## src/rtl/r200_mem_arb.sv

```systemverilog
// r200 memory arbiter: shares one external memory port between instruction fetch and data access.
// Data requests win by default. Fetch is bounded to STARVE_MAX lost grants, and redirects drop stale fetch data.
module r200_mem_arb #(
    parameter int AW         = 32,
    parameter int DW         = 32,
    parameter int STARVE_MAX = 4
) (
    input  logic            clk,
    input  logic            rst,
    input  logic            if_req,
    input  logic [AW-1:0]   if_addr,
    input  logic            if_kill,
    output logic            if_gnt,
    output logic            if_rvalid,
    output logic [DW-1:0]   if_rdata,
    input  logic            dm_req,
    input  logic            dm_we,
    input  logic [AW-1:0]   dm_addr,
    input  logic [DW-1:0]   dm_wdata,
    input  logic [DW/8-1:0] dm_be,
    output logic            dm_gnt,
    output logic            dm_rvalid,
    output logic [DW-1:0]   dm_rdata,
    output logic            m_req,
    output logic            m_we,
    output logic [AW-1:0]   m_addr,
    output logic [DW-1:0]   m_wdata,
    output logic [DW/8-1:0] m_be,
    input  logic            m_ack,
    input  logic            m_rvalid,
    input  logic [DW-1:0]   m_rdata,
    output logic            busy
);

    localparam int CW = $clog2(STARVE_MAX + 1);
    localparam logic [CW-1:0] STARVE_LIM = CW'(STARVE_MAX);

    typedef enum logic [1:0] {IDLE, ISSUE, WAIT, RESP} state_t;

    state_t            state_q, state_d;
    logic              owner_q, owner_d;
    logic              drop_q, drop_d;
    logic [CW-1:0]     starve_cnt_q, starve_cnt_d;
    logic              m_req_q, m_req_d;
    logic              m_we_q, m_we_d;
    logic [AW-1:0]     m_addr_q, m_addr_d;
    logic [DW-1:0]     m_wdata_q, m_wdata_d;
    logic [DW/8-1:0]   m_be_q, m_be_d;
    logic              if_rvalid_q, if_rvalid_d;
    logic              dm_rvalid_q, dm_rvalid_d;
    logic [DW-1:0]     if_rdata_q, if_rdata_d;
    logic [DW-1:0]     dm_rdata_q, dm_rdata_d;
    logic              busy_q, busy_d;

    logic if_elig, starve_hit, dm_win, if_win;

    always_comb begin
        if_elig    = if_req && !if_kill;
        starve_hit = if_elig && (starve_cnt_q == STARVE_LIM);
        dm_win     = (state_q == IDLE) && dm_req && !starve_hit;
        if_win     = (state_q == IDLE) && if_elig && !dm_win;
    end

    // owner_q: 0 = fetch, 1 = data
    always_comb begin
        state_d      = state_q;
        owner_d      = owner_q;
        starve_cnt_d = starve_cnt_q;
        m_req_d      = m_req_q;
        m_we_d       = m_we_q;
        m_addr_d     = m_addr_q;
        m_wdata_d    = m_wdata_q;
        m_be_d       = m_be_q;
        if_rvalid_d  = 1'b0;
        dm_rvalid_d  = 1'b0;
        if_rdata_d   = if_rdata_q;
        dm_rdata_d   = dm_rdata_q;
        drop_d       = drop_q | (if_kill && !owner_q && (state_q != IDLE));

        case (state_q)
            IDLE: begin
                if (dm_win) begin
                    state_d   = ISSUE;
                    owner_d   = 1'b1;
                    m_req_d   = 1'b1;
                    m_we_d    = dm_we;
                    m_addr_d  = dm_addr;
                    m_wdata_d = dm_wdata;
                    m_be_d    = dm_be;
                    if (if_elig) begin
                        if (starve_cnt_q != STARVE_LIM) starve_cnt_d = starve_cnt_q + 1'b1;
                    end else if (!if_req) begin
                        starve_cnt_d = '0;
                    end
                end else if (if_win) begin
                    state_d      = ISSUE;
                    owner_d      = 1'b0;
                    m_req_d      = 1'b1;
                    m_we_d       = 1'b0;
                    m_addr_d     = if_addr;
                    m_wdata_d    = '0;
                    m_be_d       = '0;
                    starve_cnt_d = '0;
                end
            end
            ISSUE: begin
                if (m_ack) begin
                    state_d = WAIT;
                    m_req_d = 1'b0;
                end
            end
            WAIT: begin
                if (m_rvalid) begin
                    state_d = RESP;
                    if (owner_q) begin
                        dm_rvalid_d = 1'b1;
                        if (!m_we_q) dm_rdata_d = m_rdata;
                    end else if (!drop_d) begin
                        if_rvalid_d = 1'b1;
                        if_rdata_d  = m_rdata;
                    end
                end
            end
            RESP: begin
                state_d = IDLE;
                drop_d  = 1'b0;
            end
            default: state_d = IDLE;
        endcase

        busy_d = (state_d != IDLE);
    end

    always_ff @(posedge clk or negedge rst) begin
        if (!rst) begin
            state_q      <= IDLE;
            owner_q      <= 1'b0;
            drop_q       <= 1'b0;
            starve_cnt_q <= '0;
            m_req_q      <= 1'b0;
            m_we_q       <= 1'b0;
            m_addr_q     <= '0;
            m_wdata_q    <= '0;
            m_be_q       <= '0;
            if_rvalid_q  <= 1'b0;
            dm_rvalid_q  <= 1'b0;
            if_rdata_q   <= '0;
            dm_rdata_q   <= '0;
            busy_q       <= 1'b0;
        end else begin
            state_q      <= state_d;
            owner_q      <= owner_d;
            drop_q       <= drop_d;
            starve_cnt_q <= starve_cnt_d;
            m_req_q      <= m_req_d;
            m_we_q       <= m_we_d;
            m_addr_q     <= m_addr_d;
            m_wdata_q    <= m_wdata_d;
            m_be_q       <= m_be_d;
            if_rvalid_q  <= if_rvalid_d;
            dm_rvalid_q  <= dm_rvalid_d;
            if_rdata_q   <= if_rdata_d;
            dm_rdata_q   <= dm_rdata_d;
            busy_q       <= busy_d;
        end
    end

    // Grants are combinational, so they are forced low while reset is held.
    assign if_gnt    = if_win & rst;
    assign dm_gnt    = dm_win & rst;
    assign if_rvalid = if_rvalid_q;
    assign dm_rvalid = dm_rvalid_q;
    assign if_rdata  = if_rdata_q;
    assign dm_rdata  = dm_rdata_q;
    assign m_req     = m_req_q;
    assign m_we      = m_we_q;
    assign m_addr    = m_addr_q;
    assign m_wdata   = m_wdata_q;
    assign m_be      = m_be_q;
    assign busy      = busy_q;

endmodule

```

## config.mk

```make
export PLATFORM = sky130hd
export DESIGN_NAME = r200_mem_arb
export DESIGN_NICKNAME = d
export VERILOG_FILES = /design/src/rtl/r200_mem_arb.sv
export SDC_FILE = /design/constraint.sdc
export NUM_CORES = 1
export LEC_CHECK = 0
export BUFFER_PORTS_ARGS = -buffer_cell sky130_fd_sc_hd__buf_2
export CAP_MARGIN = 10
export CORE_AREA = 2 2 122 124
export DETAILED_ROUTE_END_ITERATION = 8
export DIE_AREA = 0 0 124 126
export GPL_TIMING_DRIVEN = 0
export PLACE_DENSITY_LB_ADDON = 0.08
export SYNTH_ARGS = -nofsm -noshare
export SYNTH_HDL_FRONTEND = slang
export SYNTH_SLANG_ARGS = --single-unit
```

## constraint.sdc

```tcl
create_clock -name clk -period 1.9 [get_ports clk]
set_clock_uncertainty 0.2 [all_clocks]
set_input_delay 0.19 -clock clk [delete_from_list [all_inputs] [get_ports clk]]
set_output_delay 0.19 -clock clk [all_outputs]
set_load 0.05 [all_outputs]
```

; ---- Word level (Yosys, flattened, before mapping)
; Index checks and enable logic that the tools add are counted.
[totals]
inputBits = 140
out_inout_bits = 139
elab_cells = 83
latchBits = 0
ram_bits = 0
mem_bits_ro = 0
regBits = 144
mem_count = 0
[op_classes]
multipliers = 0
n_mux = 31
bitwise_logic = 6
shifts = 0
n_eq_ne = 9
n_lt_le_gt_ge = 0
div_mod_pow = 0
n_reduce_logical = 22
addsub = 1
[op_table]
columns = operator, count
row1 = 32-bit 2-to-1 mux, 4
row2 = 3-bit 2-to-1 mux, 5
row3 = 1-bit 2-to-1 mux, 14
row4 = 4-bit AND reduction, 3
row5 = "3-bit != test, second input constant", 3
row6 = 1-bit logical AND, 8
row7 = 2-bit 2-to-1 mux, 4
row8 = 4-bit 2-to-1 mux, 2
row9 = 2-bit one-hot mux with 4 select lines, 1
row10 = 2-bit nonzero test, 4
row11 = "2-bit == test, second input constant", 2
row12 = 1-bit zero test, 4
row13 = "3-bit by 1-bit adder with 3-bit output, second input constant", 1
row14 = "3-bit == test, second input constant", 1
row15 = "3-bit by 2-bit != test with 1-bit output, second input constant", 1
row16 = 1-bit NOT, 3
row17 = 3-bit AND reduction, 1
row18 = 1-bit AND, 2
row19 = "2-bit by 1-bit == test with 1-bit output, second input constant", 1
row20 = 2-bit zero test, 1
row21 = "2-bit != test, second input constant", 1
row22 = 1-bit one-hot mux with 2 select lines, 1
row23 = 2-bit AND reduction, 1
row24 = 1-bit bitwise OR, 1

; ---- Longest topological paths before layout
[logic_depth]
ltp_word = 11
depth_mapped = 7
mapped_depth_nobuf = 5

; ---- Least setup slack after synthesis
; Ideal clock, no wire load.
[synth_path]
path_kind = flip-flop to output port
from = reg state_q[1]
to = out dm_gnt
path_stages_with_launch = 7
required_ps = 1510
arrival_time_ps = 1716
slack_ps = -206
path_buffers = 3
cell_sequence = dfrtp_1 -> buf_2 -> nor2_1 -> and3_1 -> buf_2 -> buf_2 -> and2_1
[synth_via]
elab_chain_cells = 4
[synth_lines]
columns = element, line_no
row1 = "start, declared", 40  ; state_t state_q, state_d;
row2 = "start signal, assigned", 151  ; state_q <= state_d;
row3 = 2-bit zero test, 60  ; dm_win = (state_q == IDLE) && dm_req && !starve_hit;
row4 = 1-bit logical AND (2 in a row), 60
row5 = 1-bit AND, 170  ; assign dm_gnt = dm_win & rst;
row6 = "end, declared", 21  ; output logic dm_gnt,
; Every way passes these cells.

; ---- Final worst setup path
[layout_path]
from = reg starve_cnt_q[1]
to = out dm_gnt
[layout_via]
elab_chain_cells = 5
[layout_lines]
columns = element, line_no
row1 = "start, declared", 43  ; logic [CW-1:0] starve_cnt_q, starve_cnt_d;
row2 = "start signal, assigned", 154  ; starve_cnt_q <= starve_cnt_d;
row3 = 3-bit == test, 59  ; starve_hit = if_elig && (starve_cnt_q == STARVE_LIM);
row4 = 1-bit logical AND, 59
row5 = 1-bit zero test, 60
row6 = 1-bit logical AND, 60
row7 = 1-bit AND, 170
; Every way passes these cells.

==> results_dict.tcl <==
set metrics [dict create \
    dr_wl_met3_um 1177 \
    post_dp_cell_area_um2 7551 \
    layout-drive-gt1-share_pct 54.38 \
    totalWireLength_um 18820 \
    ir_drop_mv 1.459 \
    cp_slowest_cell "dfrtp_1" \
    rows 44 \
    pre_cts_ws_ns -0.4512 \
    syn_avg_cell_area_um2 15.01 \
    num-fill-cells 1024 \
    overflow 0 \
    vias 5341 \
    slew_headroom_pct 49.32 \
    violations "negative hold slack, negative setup slack" \
    cp_cell_sequence "inv_1 > ha_2 > nand4b_1 > and3_4 > buf_8 > buf_6 > and2_4 > buf_8" \
    max-cap-violations 0 \
    ys_types 37 \
    final_antenna_net_count 0 \
    grt_antenna_before_repair 1 \
    grt_pass1_vias 5671 \
    rsz0062_at_grt "true" \
    io_buffers 277 \
    wl_met2_um 9262 \
    worstSetupPathType "flop to output pin" \
    synth.area.top_cells "dfrtp_1 61%, mux2_4 7.4%, mux2_2 6.7%" \
    via_per_inst 5.072 \
    powerDensity_nw_per_um2 1812 \
    arrival_ns 1.87 \
    wire_per_inst_um 17.87 \
    clkTransAtPathRegs_ns 0.06 \
    max_stage_delay_ns 0.40 \
    status "finished, violations left" \
    synth_top_area_share_pct 61.41 \
    syn-num-nets 533 \
    place_congestion 0.7615 \
    sw_frac_of_total_pct 46.97 \
    final_hold_viol_count 68 \
    route.top_layer_used "met4" \
    leakage_nw 5.115 \
    setup_tns_ns -17.98 \
    clockRootBuffer "clkbuf_16" \
    synthCells 391 \
    min_period_ns 2.257 \
    multiInputGateArea_um2 2241 \
    crit_fanout 3 \
    h-tree-depth 4 \
    pwr-share-seq_pct 28.0 \
    grt_pass1_wl_um 29370 \
    start_kind "flop" \
    power.switching_mw 8.707 \
    worst_pin_slew_ns 0.7552 \
    reg2regPathDepth 7 \
    stdcell_area_um2 10230 \
    tritoncts "built" \
    place_hpwl_um 11010 \
    die_width_um 124 \
    power_frac_clock_pct 17.8 \
    async_flop_share_pct 100.0 \
    p_comb_share_pct 54.2 \
    final.period_utilization_pct 118.8 \
    syn_area_um2 5868 \
    ys_warn_count 0 \
    worst_hold_slack_ns -0.4682 \
    wl_met1_um 7683 \
    slew_violations 0 \
    worstSkewPairLatency_ns 0.41 \
    syn_to_final_growth_pct 74.39 \
    worstHoldPathType "input port to async pin" \
    grt_usage_pct 24.39 \
    drc 0 \
    synthFlopType "dfrtp_1" \
    max_freq_mhz 443.1 \
    hold_buffers 138 \
    end_kind "output pin" \
    finalSetupViolations 98 \
    ys_ff_latch 144 \
    clockBufferDepth 2 \
    worst_slack_ns -0.3567 \
    regArea_um2 3605 \
    ys_seq_area_share_pct 61.41 \
    synth_edf_count 0 \
    coreArea_um2 14310 \
    initial_utilization_pct 41.00 \
    drt_first_pass_iters 4 \
    finalNetCount 997 \
    ioPinCount 279 \
    tritoncts.num_buffers 17 \
    worstPathRequired_ns 1.51 \
    cts.sinks 144 \
    yosysTopAreaCell "dfrtp_1" \
    dr.first_iter.drc_count 256 \
    die_y_um 126 \
    cpMostUsedCell "buf_8" \
    grt_max_degree 89 \
    dieArea_um2 15620 \
    intPower_mw 9.832 \
]
-- area by class of cell --
cell class,count,share of cell area [%]
Antenna cell,1,0.02445
Buffer,29,2.726
Clock buffer,19,4.426
Clock inverter,13,1.308
Inverter,8,0.3179
Multi-Input combinational cell,206,21.90
Sequential cell,144,35.22
Tap cell,184,2.250
Timing Repair Buffer,449,31.83
-- worst max-delay path, delay by kind of cell (launching register included) --
kind / cells / cell delay, ns
flip-flops: 1 / 0.40
AND/OR/NAND/NOR: 3 / 0.45
buffers and inverters: 4 / 0.44
adder cells (fa/ha/maj): 1 / 0.17
-- sequential cells by signal (all words and copies together) (netlist names) --
register and count:
dm_rdata 32, if_rdata 32, m_addr 32, m_wdata 32
m_be 4, starve_cnt_q 3, state_q 2, busy 1
dm_rvalid 1, drop_q 1, if_rvalid 1, m_req 1
m_we 1, owner_q 1
-- path summary, 6_finish.rpt --
kind | start | slack (ns) | to
max in group asynchronous | rst | 1.17 | m_wdata[5]
min in group clk | m_rvalid | 0.03 | dm_rvalid
max | starve_cnt_q[1] | -0.36 | dm_gnt
min reg2reg | m_wdata[23] | 0.29 | m_wdata[23]
max reg2reg | starve_cnt_q[1] | -0.25 | m_addr[13]
min | rst | -0.47 | if_rdata[10]
-- through the flow --
step           power (mW)  std cells  hold WS, ns  utilization, %
2_1_floorplan       11.84        391      -0.3056               -
3_3_place_gp        13.93        852       0.2153           52.52
3_5_place_dp        14.07        853     0.003898           52.75
4_1_cts             18.50       1055      -0.4459           71.50
5_1_grt             19.32       1053      -0.4246           71.49
6_report            18.54       1053      -0.4682           71.49
-- layer usage --
| layer | vias to the layer above | global-route usage, % |
|---|---|---|
| met2 | 222 | 39.98 |
| met1 | 2630 | 29.96 |
| met4 | 0 | 11.96 |
| met5 | - | 0 |
| met3 | 53 | 5.888 |
| li1 | 2436 | - |
-- cells in the mapped netlist (2+ instances only) --
master / n
a21oi_1: 5
a22o_1: 37
and3_1: 2
buf_12: 3
buf_2: 12
buf_6: 2
clkbuf_1: 15
dfrtp_1: 144
ha_1: 2
inv_1: 8
mux2_2: 35
mux2_4: 29
nand3_1: 3
nor2_1: 3
nor2b_1: 2
nor3_1: 2
o21ai_0: 4
o221a_2: 32
or4_1: 33
-- power by group through the flow --
stage | clock [mW] | combinational (mW) | sequential [mW]
2_1_floorplan | 0 | 2.28 | 9.57
3_3_place_gp | 0 | 8.83 | 5.10
5_1_grt | 3.49 | 10.5 | 5.35
6_report | 3.30 | 10.1 | 5.19
4_1_cts | 3.35 | 10.0 | 5.14
3_5_place_dp | 0 | 8.93 | 5.14
-- cell usage in the layout (no fill, tap or decap), types with 14 or more instances in the layout --
master	Yosys	final
buf_2	12	276
buf_4	0	14
o221a_2	32	30
clkbuf_16	0	18
or4_1	33	30
dlygate4sd3_1	0	138
mux2_4	29	61
a22o_1	37	37
buf_6	2	14
dfrtp_1	144	143
-- logic make-up after synthesis --
kind of cell,synth area share (%)
muxes,14.14
adders and majority gates,0.4264
buffers and inverters,3.987
and+or+nand+nor,6.418
AOI/OAI and AO/OA,13.62
DFF,61.41
-- what timing repair did --
item	CTS	global route
pin swaps	3	1
endpoints found under the hold margin	196	57
endpoints found under the setup margin	126	131
resized for setup	96	17
cloned	8	0
setup buffers	24	4
(Power assumes the default switching activity.)
